==> src/rtl/cmd_queue_decoder.sv <==
// Register-driven command decoder: slot 0 carries a general command; slots 1..N push into per-channel FWFT queues.
// Optional build macro CMD_DROP_ZERO_LEN_EN: when defined, zero-length pushes are discarded instead of queued.
module cmd_queue_decoder #(
  parameter int AXIL_DATA_WIDTH = 64,
  parameter int AXI_ADDR_WIDTH  = 32,
  parameter int NUM_CHANNEL     = 2,
  parameter int TOP_LEN_WIDTH   = 20,
  parameter int QUEUE_DEPTH     = 4
) (
  input  logic                                                clk,
  input  logic                                                rst,
  input  logic [AXIL_DATA_WIDTH*(NUM_CHANNEL+1)-1:0]          reg_down,
  input  logic [$clog2(NUM_CHANNEL+1)-1:0]                    access_addr,
  input  logic                                                write_valid,
  output logic [NUM_CHANNEL-1:0]                              cmd_valid,
  input  logic [NUM_CHANNEL-1:0]                              cmd_ready,
  output logic [NUM_CHANNEL*TOP_LEN_WIDTH-1:0]                cmd_len,
  output logic [NUM_CHANNEL*AXI_ADDR_WIDTH-1:0]               cmd_addr,
  output logic [NUM_CHANNEL-1:0]                              ch_running,
  output logic [NUM_CHANNEL-1:0]                              ch_restart,
  output logic [NUM_CHANNEL*$clog2(QUEUE_DEPTH+1)-1:0]        q_level,
  output logic [NUM_CHANNEL-1:0]                              q_overflow
);

  localparam int NUM_REGISTER = NUM_CHANNEL + 1;
  localparam int AA_W         = $clog2(NUM_REGISTER);
  localparam int LVL_W        = $clog2(QUEUE_DEPTH + 1);
  localparam int PTR_W        = $clog2(QUEUE_DEPTH);

  typedef enum logic {
    ST_IDLE = 1'b0,
    ST_RUN  = 1'b1
  } state_t;

  logic [AXIL_DATA_WIDTH-1:0] gen_cmd;
  logic                       gen_wr;
  logic                       do_restart;
  logic                       do_start;
  logic                       do_stop;

  // The whole slot-0 word must match; any other value is ignored.
  assign gen_cmd    = reg_down[AXIL_DATA_WIDTH-1:0];
  assign gen_wr     = write_valid && (access_addr == '0);
  assign do_restart = gen_wr && (gen_cmd == AXIL_DATA_WIDTH'(1));
  assign do_start   = gen_wr && (gen_cmd == AXIL_DATA_WIDTH'(2));
  assign do_stop    = gen_wr && (gen_cmd == AXIL_DATA_WIDTH'(3));

  genvar gi;
  generate
    for (gi = 0; gi < NUM_CHANNEL; gi++) begin : g_ch
      state_t                     state_q, state_d;
      logic [PTR_W-1:0]           wr_ptr_q, wr_ptr_d;
      logic [PTR_W-1:0]           rd_ptr_q, rd_ptr_d;
      logic [LVL_W-1:0]           level_q, level_d;
      logic                       ovf_q, ovf_d;
      logic                       restart_q, restart_d;
      logic [TOP_LEN_WIDTH-1:0]   len_mem  [QUEUE_DEPTH];
      logic [AXI_ADDR_WIDTH-1:0]  addr_mem [QUEUE_DEPTH];
      logic [AXIL_DATA_WIDTH-1:0] slot;
      logic [TOP_LEN_WIDTH-1:0]   push_len;
      logic [AXI_ADDR_WIDTH-1:0]  push_addr;
      logic                       push_req;
      logic                       push_ok;
      logic                       pop;
      logic                       valid;
      logic                       unused_slot_bits;

      assign slot             = reg_down[(gi+1)*AXIL_DATA_WIDTH +: AXIL_DATA_WIDTH];
      assign push_len         = slot[TOP_LEN_WIDTH-1:0];
      assign push_addr        = slot[32 +: AXI_ADDR_WIDTH];
      assign unused_slot_bits = ^slot;

`ifdef CMD_DROP_ZERO_LEN_EN
      assign push_req = write_valid && (access_addr == AA_W'(gi + 1)) && (push_len != '0);
`else
      assign push_req = write_valid && (access_addr == AA_W'(gi + 1));
`endif

      assign valid   = (state_q == ST_RUN) && (level_q != '0);
      assign pop     = valid && cmd_ready[gi];
      // A full queue still takes the push when the head leaves in the same cycle.
      assign push_ok = push_req && ((level_q != LVL_W'(QUEUE_DEPTH)) || pop);

      always_comb begin
        state_d   = state_q;
        wr_ptr_d  = wr_ptr_q;
        rd_ptr_d  = rd_ptr_q;
        level_d   = level_q;
        ovf_d     = ovf_q;
        restart_d = 1'b0;
        if (do_restart) begin
          state_d   = ST_IDLE;
          wr_ptr_d  = '0;
          rd_ptr_d  = '0;
          level_d   = '0;
          ovf_d     = 1'b0;
          restart_d = 1'b1;
        end else begin
          if ((state_q == ST_IDLE) && do_start) begin
            state_d = ST_RUN;
          end else if ((state_q == ST_RUN) && do_stop) begin
            state_d = ST_IDLE;
          end
          if (push_ok) begin
            wr_ptr_d = wr_ptr_q + PTR_W'(1);
          end
          if (pop) begin
            rd_ptr_d = rd_ptr_q + PTR_W'(1);
          end
          if (push_ok && !pop) begin
            level_d = level_q + LVL_W'(1);
          end else if (!push_ok && pop) begin
            level_d = level_q - LVL_W'(1);
          end
          if (push_req && !push_ok) begin
            ovf_d = 1'b1;
          end
        end
      end

      always_ff @(posedge clk) begin
        if (rst) begin
          state_q   <= ST_IDLE;
          wr_ptr_q  <= '0;
          rd_ptr_q  <= '0;
          level_q   <= '0;
          ovf_q     <= 1'b0;
          restart_q <= 1'b0;
        end else begin
          state_q   <= state_d;
          wr_ptr_q  <= wr_ptr_d;
          rd_ptr_q  <= rd_ptr_d;
          level_q   <= level_d;
          ovf_q     <= ovf_d;
          restart_q <= restart_d;
        end
      end

      // Payload storage carries no reset; pointers and level define what is valid.
      always_ff @(posedge clk) begin
        if (!rst && !do_restart && push_ok) begin
          len_mem[wr_ptr_q]  <= push_len;
          addr_mem[wr_ptr_q] <= push_addr;
        end
      end

      assign cmd_valid[gi]                                  = valid;
      assign cmd_len[gi*TOP_LEN_WIDTH +: TOP_LEN_WIDTH]     = len_mem[rd_ptr_q];
      assign cmd_addr[gi*AXI_ADDR_WIDTH +: AXI_ADDR_WIDTH]  = addr_mem[rd_ptr_q];
      assign ch_running[gi]                                 = (state_q == ST_RUN);
      assign ch_restart[gi]                                 = restart_q;
      assign q_level[gi*LVL_W +: LVL_W]                     = level_q;
      assign q_overflow[gi]                                 = ovf_q;
    end
  endgenerate

endmodule

==> config.mk <==
export PLATFORM = sky130hd
export DESIGN_NAME = cmd_queue_decoder
export DESIGN_NICKNAME = d
export VERILOG_FILES = /design/src/rtl/cmd_queue_decoder.sv
export SDC_FILE = /design/constraint.sdc
export NUM_CORES = 1
export LEC_CHECK = 0
export ABC_AREA = 1
export CAP_MARGIN = 25
export CORE_ASPECT_RATIO = 0.8
export CORE_MARGIN = 1
export CORE_UTILIZATION = 50
export CTS_CLUSTER_DIAMETER = 30
export DETAILED_ROUTE_END_ITERATION = 8
export DONT_BUFFER_PORTS = 1
export SLEW_MARGIN = 5
export SYNTH_ARGS = -nofsm -noshare
export SYNTH_HDL_FRONTEND = slang
export SYNTH_SLANG_ARGS = --single-unit
==> constraint.sdc <==
create_clock -name clk -period 9.02 [get_ports clk]
set_input_delay 1.804 -clock clk [delete_from_list [all_inputs] [get_ports clk]]
set_output_delay 1.804 -clock clk [all_outputs]
set_load 0.1 [all_outputs]
-- Word-level counts from Yosys, hierarchy flattened
Memories as Yosys holds them, arrays and structs flattened. A register that Yosys moved wholly into a read port is not among the register bits.
Cells that the tools add are included.
- multiplexer cells: 21
- bitwise gates (word level): 2
- equality and inequality tests: 7
- reductions and logical operators: 41
- add/sub/neg operators: 8
- operators by type and width (operator ; number):
    64-bit by 2-bit == test with 1-bit output, second input constant ; 2
    64-bit by 1-bit == test with 1-bit output, second input constant ; 1
    1-bit logical AND ; 25
    2-bit 2-to-1 mux ; 8
    3-bit 2-to-1 mux ; 4
    1-bit 2-to-1 mux ; 9
    2-bit by 1-bit adder with 2-bit output, second input constant ; 4
    2-bit nonzero test ; 4
    3-bit by 1-bit adder with 3-bit output, second input constant ; 2
    1-bit logical NOT ; 6
    3-bit inequality test, second input constant ; 2
    3-bit nonzero test ; 2
    3-bit by 1-bit subtractor with 3-bit output, second input constant ; 2
    2-bit by 1-bit == test with 1-bit output, second input constant ; 1
    2-bit == test, second input constant ; 1
    2-bit logical NOT ; 1
    1-bit logical OR ; 2
    1-bit inverter ; 2
    2-bit OR reduction ; 1
- memories kept: 4
- bits in registers: 19
- RAM bits: 416
- memories (memory ; words ; width ; read ports ; clocked after memory_dff ; write ports ; RTL line ; text):
    g_ch[0].addr_mem ; 4 ; 32 ; 1 ; 1 ; 1 ; 58 ; logic [AXI_ADDR_WIDTH-1:0] addr_mem [QUEUE_DEPTH];
    g_ch[1].addr_mem ; 4 ; 32 ; 1 ; 1 ; 1 ; 58 ;
    g_ch[0].len_mem ; 4 ; 20 ; 1 ; 1 ; 1 ; 57 ; logic [TOP_LEN_WIDTH-1:0] len_mem [QUEUE_DEPTH];
    g_ch[1].len_mem ; 4 ; 20 ; 1 ; 1 ; 1 ; 57 ;

-- Logic depth before layout (Yosys ltp)
- word-level depth: 9
- mapped depth: 13
- mapped depth without buffers: 13

-- Worst setup path before layout
No wires, ideal clock.
- kind: input to register
- from: in reg_down[21]
- to: mem g_ch[1].addr_mem[0][0], enable pin
- stages on the path: 9
- path slack: 4.231 ns
- arrival time: 4.337 ns
- buffers on the path: 1
- cell sequence: nor2_1 > nand2_1 > nor2_1 > nand2_1 > nor2_2 > nand3_2 > nand2_4 > buf_8 > nor3_2
- word-level cells in the longest chain between the ends: 7
- ends and longest elaborated chain (what ; RTL line ; text):
    start: declaration ; 12 ; input logic [AXIL_DATA_WIDTH*(NUM_CHANNEL+1)-1:0] reg_down,
    64-bit by 1-bit == test with 1-bit output ; 44 ; assign do_restart = gen_wr && (gen_cmd == AXIL_DATA_WIDTH'(1));
    1-bit logical AND ; 44 ;
    1-bit logical NOT ; 141 ; if (!rst && !do_restart && push_ok) begin
    1-bit logical AND (2 in a row) ; 141 ;
    1-bit 2-to-1 mux ; 141 ;
    1-bit 2-to-1 mux (not written as such) ; 143 ; addr_mem[wr_ptr_q] <= push_addr;
    end: declaration ; 58 ;
No other way between the ends.

==> flow_summary.toml <==
[logic_synthesis]
ys.flop_type = "edfxtp_1"
postSynthAreaPerCell_um2 = 13.7
syn_nets = 1439
yosysWarnings = 0
syn_inst = 1228
syn_area_mm2 = 0.0168
ys_seq_area_share_pct = 76.9
ys_seq_elements = 439
synthArstFlopShare_pct = 0
ys_types = 32
synth_edf_count = 416

[setup_path]
reg2reg_slack_ns = 5.37
crit_family = "buffers and inverters"
cp_data_arrival_time_ns = 3.29
critPathKind = "reg2out"
crit_slowest_cell = "o22ai_2"
crit_cells = 4
cp_num_buf_inv = 2
cp-end-kind = "output port"
worstPathRequired_ns = 7.22
r2r.worst_path.cells = 7
crit_path_max_fanout = 68
cp_slowest_stage_delay_ns = 0.87
cp-start-kind = "flip-flop"
cp_cell_sequence = "inv_2 -> buf_4 -> o21ai_0 -> o22ai_2"

[min_path]
min_path_cells = 2
hp-class = "reg2reg"

[sta]
hold_viol = 0
min_period_over_period_pct = 56.5
rsz0062_at_grt = "no"
max_freq_mhz = 196
fin_crit_ns = 5.09
drv_slew = 0
skew_ns = 0.0164
finalSetupViolations = 0
whs_ns = 0.517
fin_setup_tns_ns = 0
tightest_slew_ns = 1.13
relSlewSlack_pct = 25.0

[global_routing]
grt_pass1_wl_mm = 57.8
grt-ovfl-total = 0
antenna_found_initial = 0
grt_usage_pct = 21.8
grt_pass1_vias = 10600
grt_max_degree = 101

[die]
initial_utilization_pct = 51.2
die_x_um = 207
core_mm2 = 0.0329
num_rows = 59
dieHeight_um = 166
die_area_mm2 = 0.0344
design.portCount = 317

[outcome]
status = "complete, no violations"

[cts]
clkTransAtPathRegs_ns = 0.05
ctsHoldBuffers = 0
h-tree-depth = 3
postCtsSetupRepairBufs = 0
cts_root_buf = "clkbuf_16"
clockBufferDepth = 3
cts_tree = "built"
clkLatencyLatePin_ns = 0.55
cts_made_buffers = 72
cts.repair.resized = 0
clock-sinks = 439

[detailed_routing]
wire_per_inst_um = 20.6
drtIter0Drc = 667
final_antenna_net_count = 0
firstDrtPassIters = 4
wl_mm = 37.5
vias_per_cell = 5.60
dr_total_vias = 10200
drc = 0

[placement]
hpwl_mm = 20.9
gp_congestion = 0.824
io_buffers = 0

[final_layout]
drive_gt1_share_pct = 25.7
layout_commonest_cell = "edfxtp_1"
syn2layout_area_growth_pct = 32.9
layout.nets = 1544
n_fill_cell = 2175
layout_common_cells = "416 x edfxtp_1, 265 x nor2_1, 212 x o21ai_0, 104 x o22ai_2, 81 x clkbuf_16"
finish.utilization_pct = 68.1
antenna_cells = 0

[run]
cap_violations = 0

[power]
power.density_mw_per_mm2 = 227
p_leak_nw = 7.72
power_w = 0.00508
ir_drop_v = 0.000211
==> registers in the layout, summed over array words and instances, names as in the netlist, named ones only <==
name and flops:
g_ch.rd_ptr_q 4, g_ch.len_mem 160, g_ch.restart_q 1, g_ch.level_q 6, g_ch.state_q 2, g_ch.addr_mem 256, g_ch.ovf_q 2, g_ch.wr_ptr_q 4
==> cell families after synthesis <==
| group | synth area share, % |
|---|---|
| and+or+nand+nor | 8.06 |
| adders and majority gates | 0.981 |
| xor gates and xnor gates | 0.416 |
| DFF | 76.9 |
| buffers and inverters | 2.92 |
| AOI/OAI and AO/OA | 10.7 |
==> path summary, 6_finish.rpt <==
kind / start / to
max: flip-flop / cmd_len[26]
min: g_ch[0].wr_ptr_q[0]$_SDFFE_PP0P_ / g_ch[0].wr_ptr_q[0]$_SDFFE_PP0P_
max reg2reg: g_ch[1].level_q[2]$_SDFFE_PP0P_ / g_ch[1].addr_mem[3][17]$_DFFE_PP_
min reg2reg: g_ch[0].wr_ptr_q[0]$_SDFFE_PP0P_ / g_ch[0].wr_ptr_q[0]$_SDFFE_PP0P_
==> metal layers <==
layer / GRT usage [%] / up-vias / part of all wire (%)
met2: 37.3 / 323 / 50
met5: 0 / - / 0
li1: - / 4743 / -
met4: 8.44 / 0 / 2.1
met3: 5.94 / 54 / 6.3
met1: 26.4 / 5056 / 42
==> power by group <==
| group | total [W] | internal [W] | switching (W) |
|---|---|---|---|
| Sequential | 0.00226 | 0.00225 | 0.00000968 |
| Clock | 0.00265 | 0.00172 | 0.000934 |
| Combinational | 0.000171 | 0.0000553 | 0.000116 |
| Total | 0.00508 | 0.00402 | 0.00106 |
==> cells in the mapped netlist (2+ instances only) <==
library cell / n / area (µm²)
nor3_2: 4 / 40.0
edfxtp_1: 416 / 12500
o21ai_0: 212 / 1060
fa_1: 2 / 40.0
a21oi_1: 6 / 30.0
nand4_1: 2 / 12.5
nand2_4: 4 / 45.0
clkbuf_1: 48 / 180
a21oi_2: 4 / 35.0
buf_2: 16 / 80.1
buf_4: 8 / 60.1
nor2_2: 6 / 37.5
nor2_1: 265 / 995
xor2_1: 6 / 52.6
dfxtp_1: 23 / 460
xnor2_1: 2 / 17.5
inv_1: 34 / 128
nand2_2: 5 / 31.3
nand2_1: 34 / 128
nand3_1: 6 / 30.0
nand3_2: 2 / 20.0
ha_1: 10 / 125
o22ai_1: 104 / 651
==> per-stage QoR <==
stage / std cells / instance area, µm² / setup slack [ns]
after floorplan: 1228 / 16800 / 4.23
after global placement: 1605 / 17900 / 4.44
after detailed placement: 1680 / 19800 / 4.47
after CTS: 1812 / 22200 / 3.88
after global routing: 1818 / 22400 / 3.77
final: 1818 / 22400 / 3.93
==> cell type report <==
cell class                 instances  area (µm²)  area share [%]
clock buffer                      88        1980            8.84
tap                              427         534            2.39
sequential                       439       13000            57.9
timing repair buffer             105        2250            10.1
inverter                          37         145           0.649
multi-input combinational        678        4090            18.3
clock inverter                    44         412            1.84
==> worst reg2reg max path, cell delays in order, from the launching register on <==
cell	delay [ns]
dfxtp_1	1.05
inv_1	0.20
a21oi_4	0.72
nand2_4	0.13
nand3_2	0.12
nand2_4	0.14
nor3_4	0.17
buf_4	0.67
Power figures use the tool's default switching activity.
